$ cat config.mk
export PLATFORM = sky130hd
export DESIGN_NAME = ahb_lite_mem_slave
export DESIGN_NICKNAME = d
export VERILOG_FILES = /design/src/rtl/ahb_lite_pkg.sv /design/src/rtl/ahb_be_gen.sv /design/src/rtl/ahb_lite_mem_slave.sv
export SDC_FILE = /design/constraint.sdc
export NUM_CORES = 1
export LEC_CHECK = 0
export ABC_CLOCK_PERIOD_IN_PS = 4000
export CORE_MARGIN = 8
export CORE_UTILIZATION = 35
export DETAILED_ROUTE_END_ITERATION = 16
export PLACE_DENSITY = 0.84
export SLEW_MARGIN = 40
export SYNTH_ARGS = -nofsm -noshare
export SYNTH_HDL_FRONTEND = slang
export SYNTH_SLANG_ARGS = --single-unit
$ cat constraint.sdc
create_clock -name hclk -period 4 [get_ports hclk]
set_input_delay 1 -clock hclk [delete_from_list [all_inputs] [get_ports hclk]]
set_output_delay 1 -clock hclk [all_outputs]
set_load 0.01 [all_outputs]
$ cat src/rtl/ahb_lite_pkg.sv
// Shared AHB-Lite encodings and slave FSM state type.
package ahb_lite_pkg;

   localparam int unsigned HADDR_W = 32;
   localparam int unsigned DATA_W  = 32;
   localparam int unsigned BE_W    = DATA_W / 8;

   // Transfer type encodings
   typedef enum logic [1:0] {
      HTRANS_IDLE   = 2'd0,
      HTRANS_BUSY   = 2'd1,
      HTRANS_NONSEQ = 2'd2,
      HTRANS_SEQ    = 2'd3
   } htrans_e;

   // Transfer size encodings; anything above word is unsupported
   localparam logic [2:0] HSIZE_BYTE = 3'd0;
   localparam logic [2:0] HSIZE_HALF = 3'd1;
   localparam logic [2:0] HSIZE_WORD = 3'd2;

   // Response encodings
   localparam logic HRESP_OKAY  = 1'b0;
   localparam logic HRESP_ERROR = 1'b1;

   // Slave transfer FSM
   typedef enum logic [2:0] {
      ST_IDLE = 3'd0,
      ST_MEM  = 3'd1,
      ST_DONE = 3'd2,
      ST_ERR1 = 3'd3,
      ST_ERR2 = 3'd4
   } state_e;

   // Lane decode result for one address phase
   typedef struct packed {
      logic            err;
      logic [BE_W-1:0] be;
   } be_info_t;

endpackage

$ cat src/rtl/ahb_be_gen.sv
// Byte-enable generation and alignment check for a single AHB beat.
module ahb_be_gen
   import ahb_lite_pkg::*;
(
   input  logic [2:0] hsize,
   input  logic [1:0] addr_lo,
   output be_info_t   info_c
);

   // Map size and low address bits onto byte lanes; flag unsupported sizes and misalignment
   always_comb begin
      info_c = '0;
      case (hsize)
         HSIZE_BYTE: begin
            info_c.be = BE_W'(4'b0001 << addr_lo);
         end
         HSIZE_HALF: begin
            info_c.be  = addr_lo[1] ? 4'b1100 : 4'b0011;
            info_c.err = addr_lo[0];
         end
         HSIZE_WORD: begin
            info_c.be  = 4'b1111;
            info_c.err = |addr_lo;
         end
         default: begin
            info_c.err = 1'b1;
         end
      endcase
   end

endmodule

$ cat src/rtl/ahb_lite_mem_slave.sv
// AHB-Lite slave bridging single beats onto a req/ack word memory port.
module ahb_lite_mem_slave
   import ahb_lite_pkg::*;
#(
   parameter int unsigned ADDR_W = 24
)
(
   input  logic              hclk,
   input  logic              hresetn,
   input  logic              hsel,
   input  logic [31:0]       haddr,
   input  logic              hwrite,
   input  logic [1:0]        htrans,
   input  logic [2:0]        hsize,
   input  logic [2:0]        hburst,
   input  logic [31:0]       hwdata,
   input  logic              hready,
   output logic              hreadyout,
   output logic              hresp,
   output logic [31:0]       hrdata,
   output logic              mem_req,
   output logic              mem_we,
   output logic [ADDR_W-1:0] mem_addr,
   output logic [3:0]        mem_be,
   output logic [31:0]       mem_wdata,
   input  logic              mem_ack,
   input  logic [31:0]       mem_rdata
);

   state_e   state;
   state_e   next_state;
   be_info_t be_info;
   logic     accept_c;
   logic     load_c;
   logic     capture_c;
   logic     hreadyout_d;
   logic     hresp_d;
   logic     mem_req_d;
   logic     unused_bits;

   // Bursts are handled beat by beat and the memory only sees a word address
   assign unused_bits = ^{hburst, haddr[HADDR_W-1:ADDR_W+2]};

   ahb_be_gen u_be_gen (
      .hsize   (hsize),
      .addr_lo (haddr[1:0]),
      .info_c  (be_info)
   );

   // Address phase qualifies only when the bus is ready and the transfer is active
   assign accept_c = hsel && hready &&
                     ((htrans == HTRANS_NONSEQ) || (htrans == HTRANS_SEQ));

   // Write data is already stable for the whole data phase
   assign mem_wdata = hwdata;

   // Next-state and next-output decode
   always_comb begin
      next_state  = state;
      load_c      = 1'b0;
      capture_c   = 1'b0;
      hreadyout_d = 1'b1;
      hresp_d     = HRESP_OKAY;
      mem_req_d   = 1'b0;

      case (state)
         ST_IDLE, ST_DONE, ST_ERR2: begin
            if (accept_c) begin
               if (be_info.err) begin
                  next_state = ST_ERR1;
               end else begin
                  next_state = ST_MEM;
                  load_c     = 1'b1;
               end
            end else begin
               next_state = ST_IDLE;
            end
         end
         ST_MEM: begin
            if (mem_ack) begin
               next_state = ST_DONE;
               capture_c  = !mem_we;
            end
         end
         ST_ERR1: begin
            next_state = ST_ERR2;
         end
         default: begin
            next_state = ST_IDLE;
         end
      endcase

      case (next_state)
         ST_MEM: begin
            hreadyout_d = 1'b0;
            mem_req_d   = 1'b1;
         end
         ST_ERR1: begin
            hreadyout_d = 1'b0;
            hresp_d     = HRESP_ERROR;
         end
         ST_ERR2: begin
            hresp_d     = HRESP_ERROR;
         end
         default: begin
            hreadyout_d = 1'b1;
         end
      endcase
   end

   // State and handshake outputs, all decoded one cycle ahead
   always_ff @(posedge hclk or negedge hresetn) begin
      if (!hresetn) begin
         state     <= ST_IDLE;
         hreadyout <= 1'b1;
         hresp     <= HRESP_OKAY;
         mem_req   <= 1'b0;
      end else begin
         state     <= next_state;
         hreadyout <= hreadyout_d;
         hresp     <= hresp_d;
         mem_req   <= mem_req_d;
      end
   end

   // Request attributes captured at accept and held for the whole request
   always_ff @(posedge hclk or negedge hresetn) begin
      if (!hresetn) begin
         mem_we   <= 1'b0;
         mem_addr <= '0;
         mem_be   <= '0;
      end else if (load_c) begin
         mem_we   <= hwrite;
         mem_addr <= haddr[ADDR_W+1:2];
         mem_be   <= be_info.be;
      end
   end

   // Read data captured on the completing ack and held until the next read
   always_ff @(posedge hclk or negedge hresetn) begin
      if (!hresetn) begin
         hrdata <= '0;
      end else if (capture_c) begin
         hrdata <= mem_rdata;
      end
   end

endmodule

==> flow_summary.yaml, run 1 <==
clock_tree:
  cts_setup_buffers: 0
  cts_max_path_buffers: 2
  clkSlewWorstSetupHoldPaths_ns: 0.06
  insertion_delay_ns: 0.33
  cts_resized: 0
  cts_made_buffers: 9
  cts_tree: "yes"
  clockRootBuffer: "clkbuf_8"
  ctsHoldBuffers: 0
  htree_levels: 3
  cts.sinks: 67
hold_path:
  min_to: "state[2]"
  hold_class: "reg2reg"
  whs_path_depth: 1
  worstHoldStart: "state[2]"
layout:
  nNetsFinal: 413
  syn_to_final_growth_pct: 48.0
  drive_gt1_frac: 0.231
  diodes: 0
  fin_cells: 409
  post-route-util: 0.537
worst_setup_path:
  crit_path_end_kind: "register"
  path_delay_family: "buffers and inverters"
  cp.arrival_ns: 2.90
  timing.rr.start: "state[0]"
  required_ns: 4.21
  path_cells: "clkdlybuf4s50_1 -> nand4b_1 -> a21o_1 -> nor3_4 -> buf_12 -> mux2_2"
  critPathBufInv: 2
  crit_start: "htrans[1]"
  rr_endpoint: "mem_addr[0]"
  reg2reg_depth: 5
  critPathLaunchType: "input pin"
  rrSetupSlack_ns: 1.99
  max_stage_delay_ns: 0.51
  cp_slowest_cell: "nor3_4"
  worstPathMaxFanout: 20
  critPathKind: "in2reg"
global_route:
  grtUsageTotal: 0.121
  grt_max_degree: 68
  overflow: 0
  grt_pass1_vias: 2162
  grt_pass1_wl_mm: 11.0
  antenna_found_initial: 0
power:
  ir_drop_mv: 0.317
  p_int_w: 0.00169
  power.total_w: 0.00233
  seq_power_share: 0.428
  p_per_area_mw_per_mm2: 559
  switching_share: 0.274
  power.switching_w: 0.000639
  power_frac_comb: 0.369
  p_leak_nw: 1.77
  p_clk_frac: 0.203
synth:
  syn_area_per_cell_um2: 14.4
  synth_edf_count: 0
  syn_inst: 196
  yosysWarnings: 0
  synthArstFlopShare: 1.00
  syn_area_mm2: 0.00282
  ys_seq_elements: 67
  synth_nets: 306
  synth_seq_area_share: 0.596
  ys_types: 22
  ys.flop_type: "dfrtp_1"
sta:
  period_share: 0.673
  fin_skew_ns: 0.0106
  drv_slew: 0
  tightest_slew_ns: 0.598
  hold_viol: 0
  finalSetupViolations: 0
  relSlewSlack: 0.602
  rsz0062_at_grt: "false"
  period_minus_slack_ns: 2.69
  fmax_mhz: 371
  fin_tns_setup_ns: 0
job:
  maxCapViolCount: 0
routing:
  num_vias: 1875
  wl_per_cell_um: 16.6
  ant_nets: 0
  first_pass_iters: 4
  wl_mm: 6.77
  first_iter_violations: 41
  drc: 0
  routed_via_density: 4.58
outcome:
  outcome: "completed"
placement:
  port_buffers: 131
  gp_congestion: 0.698
  dp_hpwl_mm: 5.12
  place_inst: 394
floorplanning:
  die_area_mm2: 0.0112
  ios: 206
  core_area_mm2: 0.00777
  rows: 32
  die_w_um: 106
  die_y_um: 106
  initial_core_util: 0.362
cell type report:
cell class | instances | area (um2)
Clock inverter | 3 | 15.0
Timing Repair Buffer | 134 | 1350
Fill cell | 669 | 3600
Sequential cell | 67 | 1680
Multi-Input combinational cell | 88 | 846
Tap cell | 102 | 128
Clock buffer | 12 | 145
Inverter | 3 | 11.3
power groups by stage:
| stage | Combinational [W] | Clock, W | Sequential, W |
|---|---|---|---|
| global placement | 0.000863 | 0 | 0.000997 |
| finish | 0.000860 | 0.000473 | 0.000998 |
| floorplan | 0.000233 | 0 | 0.00111 |
| global route | 0.000915 | 0.000519 | 0.00103 |
| detailed placement | 0.000876 | 0 | 0.00101 |
| CTS | 0.000881 | 0.000490 | 0.00100 |
synth_stat cells (2+ instances only):
cell,count,share of area
a21oi_1,5,0.0089
nand2b_1,2,0.0044
dfrtp_1,66,0.59
o21ai_0,3,0.0053
inv_1,3,0.0040
mux2_1,10,0.040
mux2_2,51,0.20
nor2_1,4,0.0053
buf_4,36,0.096
nand2_1,3,0.0040
a21o_1,2,0.0053
kinds of logic after synthesis:
group                  share of synthesized area
multiplexers                               0.244
AO/OA/AOI/OAI                             0.0249
flip-flops                                 0.596
AND/OR/NAND/NOR                           0.0293
buffers and inverters                      0.106
cells in the final DEF (no fill, tap or decap):
cell type        instances
buf_12                   1
inv_1                    3
dfstp_2                  1
nand2b_1                 2
a21o_1                   2
nor2_2                   1
clkinv_2                 3
mux2_2                  51
buf_2                    1
and2_1                   1
nand4b_1                 1
mux2_1                  10
nor2_1                   4
clkbuf_1                 2
nor3_1                   1
o21bai_1                 1
clkdlybuf4s50_1        130
dfrtp_1                 66
buf_4                    1
o21ai_0                  3
clkbuf_8                10
buf_6                    1
a21oi_1                  5
o31ai_1                  1
nor3_4                   1
nor3b_1                  1
nand2_1                  3
per-stage QoR:
step                hold slack [ns]  setup slack (ns)  instance area [um2]
CTS                           0.474              1.28                 4160
finish                        0.479              1.31                 4170
global route                  0.493              1.19                 4170
detailed placement            0.466             0.942                 4000
floorplan                     0.439              1.80                 2820
global placement              0.451             0.981                 4000
worst max-delay path by stage:
stage,endpoint,depth (start not counted)
floorplan,mem_addr[16],6
global placement,mem_addr[11],6
detailed placement,mem_addr[1],6
CTS,mem_addr[1],6
global route,mem_addr[9],6
finish,mem_addr[0],6
registers in the layout (all words and copies together) (netlist names):
register,cells
hrdata,32
mem_addr,24
mem_be,4
state,3
hreadyout,1
hresp,1
mem_req,1
mem_we,1
routing by layer:
metal / vias to the layer above / track usage / part of all wire
met3: 19 / 0.0652 / 0.11
met1: 927 / 0.126 / 0.36
met5: - / 0 / 0
met4: 0 / 0.0462 / 0.020
met2: 81 / 0.202 / 0.51
li1: 848 / - / -
Power figures use the tool's default switching activity.
==> inputs of run 2 (changes only) <==
--- a/config.mk
+++ b/config.mk
@@ -5,11 +5,11 @@
 export SDC_FILE = /design/constraint.sdc
 export NUM_CORES = 1
 export LEC_CHECK = 0
-export ABC_CLOCK_PERIOD_IN_PS = 4000
+export ABC_CLOCK_PERIOD_IN_PS = 2400
 export CORE_MARGIN = 8
-export CORE_UTILIZATION = 35
+export CORE_UTILIZATION = 31
 export DETAILED_ROUTE_END_ITERATION = 16
-export PLACE_DENSITY = 0.84
+export PLACE_DENSITY = 0.79
 export SLEW_MARGIN = 40
 export SYNTH_ARGS = -nofsm -noshare
 export SYNTH_HDL_FRONTEND = slang
==> constraint.sdc (replaced) <==
create_clock -name hclk -period 2.4 [get_ports hclk]
set_input_delay 0.6 -clock hclk [delete_from_list [all_inputs] [get_ports hclk]]
set_output_delay 0.6 -clock hclk [all_outputs]
set_load 0.01 [all_outputs]
==> run 2 against run 1 <==
Compared with the run above: sequential share of layout area is 0.60 points lower; final cell count is 1.7% higher; clock skew is 0.0021 ns lower; critical endpoint is now hreadyout; highest routed layer unchanged; register-to-register slack worse by 1.3 ns; largest power group unchanged; utilization is 5.4 points lower.
==> flow_summary.yaml, run 2 (same netlist as run 1, synthesis figures left out) <==
worst_setup_path:
  cp.arrival_ns: 1.38
  critPathLaunchType: "register"
  rrSetupSlack_ns: 0.69
  critPathBufInv: 1
  cp_slowest_cell: "clkdlybuf4s50_1"
  path_delay_family: "buffers and inverters"
  reg2reg_depth: 5
  cp_num_cells: 1
  max_stage_delay_ns: 0.54
  worstPathMaxFanout: 1
  critPathKind: "reg2out"
  required_ns: 1.80
  path_cells: "clkdlybuf4s50_1"
  crit_path_end_kind: "primary output"
  crit_end: "hreadyout"
  rr_endpoint: "mem_addr[10]"
  crit_start: "hreadyout"
  timing.rr.start: "state[0]"
routing:
  drc: 0
  ant_nets: 0
  first_iter_violations: 49
  num_vias: 1899
  wl_mm: 6.95
  routed_via_density: 4.56
  first_pass_iters: 4
  wl_per_cell_um: 16.7
layout:
  fin_cells: 416
  nNetsFinal: 413
  largest-register: "hrdata"
  post-route-util: 0.483
  largest_reg_flops: 32
  reg_top3: "hrdata x32, mem_addr x24, mem_be x4"
  final_common_cell: "clkdlybuf4s50_1"
  drive_gt1_frac: 0.237
  nFillCells: 814
  seq_area_mm2: 0.00168
  syn_to_final_growth_pct: 50.3
  multi_input_area_um2: 846
  layout_common_cells: "130 x clkdlybuf4s50_1, 66 x dfrtp_1, 51 x mux2_2"
  diodes: 0
  final_area_mm2: 0.00423
sta:
  drv_slew: 0
  fmax_mhz: 504
  tightest_slew_ns: 0.310
  relSlewSlack: 0.793
  hold_viol: 0
  fin_skew_ns: 0.00850
  holdWs_ns: 0.126
  period_minus_slack_ns: 1.98
  finalSetupViolations: 0
  rsz0062_at_grt: "false"
  period_share: 0.827
  fin_tns_setup_ns: 0
placement:
  place_inst: 400
  dp_hpwl_mm: 5.33
  gp_congestion: 0.718
  port_buffers: 131
  placed_area_mm2: 0.00404
floorplanning:
  rows: 34
  die_w_um: 111
  die_y_um: 111
  die_area_mm2: 0.0124
  ios: 206
  core_area_mm2: 0.00876
  initial_core_util: 0.321
clock_tree:
  clkSlewWorstSetupHoldPaths_ns: 0.07
  cts_tree: "yes"
  htree_levels: 3
  clockRootBuffer: "clkbuf_8"
  cts_max_path_buffers: 2
  insertion_delay_ns: 0.33
  cts_made_buffers: 9
  ctsHoldBuffers: 0
  cts_setup_buffers: 0
  cts_resized: 0
  cts.sinks: 67
global_route:
  grt_pass1_vias: 2206
  grt_pass1_wl_mm: 11.4
  grtUsageTotal: 0.114
  grt_max_degree: 59
  antenna_found_initial: 0
  overflow: 0
power:
  ir_drop_mv: 0.361
  power.switching_w: 0.00110
  p_leak_nw: 1.79
  p_clk_frac: 0.230
  p_int_w: 0.00293
  seq_power_share: 0.412
  power_frac_comb: 0.358
  switching_share: 0.272
  p_per_area_mw_per_mm2: 953
outcome:
  outcome: "completed"
hold_path:
  hold_class: "in2async"
job:
  maxCapViolCount: 0
## run 2: stage by stage
| step | total power (W) | setup WS [ns] |
|---|---|---|
| after detailed placement | 0.00316 | 0.0723 |
| after CTS | 0.00412 | 0.381 |
| final | 0.00403 | 0.416 |
| after global placement | 0.00311 | 0.0942 |
| after global routing | 0.00426 | 0.315 |
| after floorplan | 0.00224 | 0.598 |
## run 2: worst min-delay path by stage
stage / slack [ns] / to
floorplan: 0.30 / hrdata[0]
global placement: 0.45 / state[2]
detailed placement: 0.48 / hrdata[27]
CTS: 0.11 / hrdata[27]
global route: 0.11 / hrdata[27]
finish: 0.13 / hrdata[27]
## run 2: routing by layer
layer | track usage | wire [um] | vias to the layer above
met2 | 0.196 | 3700 | 72
li1 | - | - | 853
met5 | 0 | 0 | -
met3 | 0.0417 | 577 | 23
met4 | 0.0649 | 148 | 0
met1 | 0.116 | 2510 | 951
## run 2: power groups by stage
| stage | Combinational (W) | Sequential, W | Clock, W |
|---|---|---|---|
| after global placement | 0.00145 | 0.00166 | 0 |
| after global routing | 0.00153 | 0.00172 | 0.00101 |
| after detailed placement | 0.00147 | 0.00169 | 0 |
| after CTS | 0.00148 | 0.00167 | 0.000972 |
| after floorplan | 0.000388 | 0.00185 | 0 |
| final | 0.00144 | 0.00166 | 0.000927 |
## run 2: layout make-up
class / instances / share of cell area
Multi-Input combinational cell: 88 / 0.200
Inverter: 3 / 0.00266
Sequential cell: 67 / 0.397
Clock buffer: 11 / 0.0334
Clock inverter: 5 / 0.0124
Tap cell: 108 / 0.0319
Timing Repair Buffer: 134 / 0.323
==> inputs of run 3 (changes only) <==
--- a/config.mk
+++ b/config.mk
@@ -5,7 +5,7 @@
 export SDC_FILE = /design/constraint.sdc
 export NUM_CORES = 1
 export LEC_CHECK = 0
-export ABC_CLOCK_PERIOD_IN_PS = 2400
+export ABC_CLOCK_PERIOD_IN_PS = 1800
 export CORE_MARGIN = 8
 export CORE_UTILIZATION = 31
 export DETAILED_ROUTE_END_ITERATION = 16
==> constraint.sdc (replaced) <==
create_clock -name hclk -period 1.8 [get_ports hclk]
set_input_delay 0.45 -clock hclk [delete_from_list [all_inputs] [get_ports hclk]]
set_output_delay 0.45 -clock hclk [all_outputs]
set_load 0.01 [all_outputs]
==> run 3 against run 2 <==
Compared with the run above: combinational power rose by 39%; utilization rose by 2.0 points; flip-flop and latch count did not move; setup slack got worse by 0.43 ns; the flow now finishes with violations (setup timing); first-iteration DRC count fell by 41%; clock power rose by 35%; final cell count rose by 2.4%; die area did not move; sequential power rose by 34%; total power rose by 36%; hold slack improved by 0.010 ns.
==> flow_summary.yaml, run 3 (same netlist as run 1, synthesis figures left out) <==
outcome:
  outcome: "complete, but fails checks"
  violations: "setup timing"
sta:
  holdWs_ns: 0.136
  setup_ws_ns: -0.0150
  hold_viol: 0
  fmax_mhz: 551
  relSlewSlack: 0.763
  tightest_slew_ns: 0.355
  rsz0062_at_grt: "true"
  finalSetupViolations: 12
  drv_slew: 0
  fin_skew_ns: 0.00722
  period_share: 1.01
  period_minus_slack_ns: 1.82
global_route:
  grt_pass1_wl_mm: 11.3
  overflow: 0
  grt_max_degree: 68
  antenna_found_initial: 0
  grt_pass1_vias: 2138
  grtUsageTotal: 0.113
floorplanning:
  die_w_um: 111
  core_area_mm2: 0.00876
  initial_core_util: 0.321
  ios: 206
  rows: 34
  die_y_um: 111
  die_area_mm2: 0.0124
clock_tree:
  ctsHoldBuffers: 0
  cts.sinks: 67
  cts_made_buffers: 9
  insertion_delay_ns: 0.33
  clockRootBuffer: "clkbuf_8"
  clkSlewWorstSetupHoldPaths_ns: 0.07
  htree_levels: 3
  cts_tree: "yes"
  cts_max_path_buffers: 2
layout:
  final_common_cell: "clkdlybuf4s50_1"
  diodes: 0
  nFillCells: 780
  final_area_mm2: 0.00441
  reg_top3: "hrdata x32, mem_addr x24, mem_be x4"
  drive_gt1_frac: 0.286
  largest_reg_flops: 32
  largest-register: "hrdata"
  layout_common_cells: "124 x clkdlybuf4s50_1, 66 x dfrtp_1, 43 x mux2_2"
  nNetsFinal: 424
  syn_to_final_growth_pct: 56.6
placement:
  port_buffers: 131
  place_ws_ns: -0.366
  gp_congestion: 0.716
  dp_hpwl_mm: 5.37
  placed_area_mm2: 0.00409
routing:
  drc: 0
  ant_nets: 0
  routed_via_density: 4.56
  wl_mm: 7.36
  wl_per_cell_um: 17.3
  first_iter_violations: 29
  first_pass_iters: 3
  num_vias: 1943
hold_path:
  hold_class: "in2async"
worst_setup_path:
  critPathLaunchType: "input pin"
  path_cells: "clkdlybuf4s50_1 -> nor3_2 -> nor2_2 -> nor3_4 -> buf_12 -> mux2_2"
  worstPathMaxFanout: 15
  cp_slowest_cell: "clkdlybuf4s50_1"
  critPathKind: "in2reg"
  crit_path_end_kind: "register"
  path_delay_family: "buffers and inverters"
  required_ns: 2.01
  critPathBufInv: 2
  max_stage_delay_ns: 0.44
  cp.arrival_ns: 2.02
power:
  p_per_area_mw_per_mm2: 1240
  p_leak_nw: 1.93
  ir_drop_mv: 0.503
job:
  maxCapViolCount: 0
[run 3: area by class of cell]
type / count / area (um2) / area share
Clock buffer: 13 / 159 / 0.0360
Clock inverter: 2 / 35.0 / 0.00795
Inverter: 3 / 11.3 / 0.00255
Multi-Input combinational cell: 88 / 910 / 0.206
Sequential cell: 67 / 1680 / 0.381
Tap cell: 108 / 135 / 0.0306
Timing Repair Buffer: 145 / 1480 / 0.336
[run 3: path summary, 6_finish.rpt]
path | startpoint | end | slack (ns) | cells after the start
max in group asynchronous | hresetn | hreadyout | 1.35 | 2
min in group hclk | state[2] | state[2] | 0.48 | 1
hold / removal | hresetn | hrdata[19] | 0.14 | 2
setup / recovery | haddr[1] | mem_addr[6] | -0.02 | 6
hold reg to reg | state[2] | state[2] | 0.48 | 1
setup reg to reg | state[0] | mem_addr[6] | 0 | 5
[run 3: metrics by stage]
stage / total power (W) / util / cells / setup TNS [ns]
5_1_grt: 0.00579 / 0.503 / 426 / -0.828
3_5_place_dp: 0.00423 / 0.467 / 407 / -12.76
6_report: 0.00547 / 0.503 / 426 / -0.0658
4_1_cts: 0.00551 / 0.489 / 422 / -0.0242
2_1_floorplan: 0.00298 / - / 196 / 0
3_3_place_gp: 0.00416 / 0.467 / 407 / -12.11
[run 3: worst reg2reg max path: cells and delay by family (launching register included)]
| family | cells | cell delay [ns] |
|---|---|---|
| and+or+nand+nor | 2 | 0.53 |
| DFF | 1 | 0.38 |
| muxes | 1 | 0.35 |
| AOI/OAI and AO/OA | 1 | 0.21 |
| buffers and inverters | 1 | 0.21 |
[run 3: metal layers]
metal,up-vias,routed length [um],track usage
li1,870,-,-
met4,0,197,0.0649
met1,969,2760,0.112
met2,75,3790,0.196
met5,-,0,0
met3,29,612,0.0471
[run 3: report_power, final]
part / switching, W / leakage, nW / internal [W]
Sequential: 0.000235 / 0.825 / 0.00198
Combinational: 0.000679 / 1.00 / 0.00132
Clock: 0.000538 / 0.0995 / 0.000708
Total: 0.00145 / 1.93 / 0.00402
[run 3: repair_timing]
item	in CTS	in global routing
setup buffers	0	2
gates resized for setup	2	21
setup endpoints to repair	6	30
cloned	0	2
pin swaps	0	0
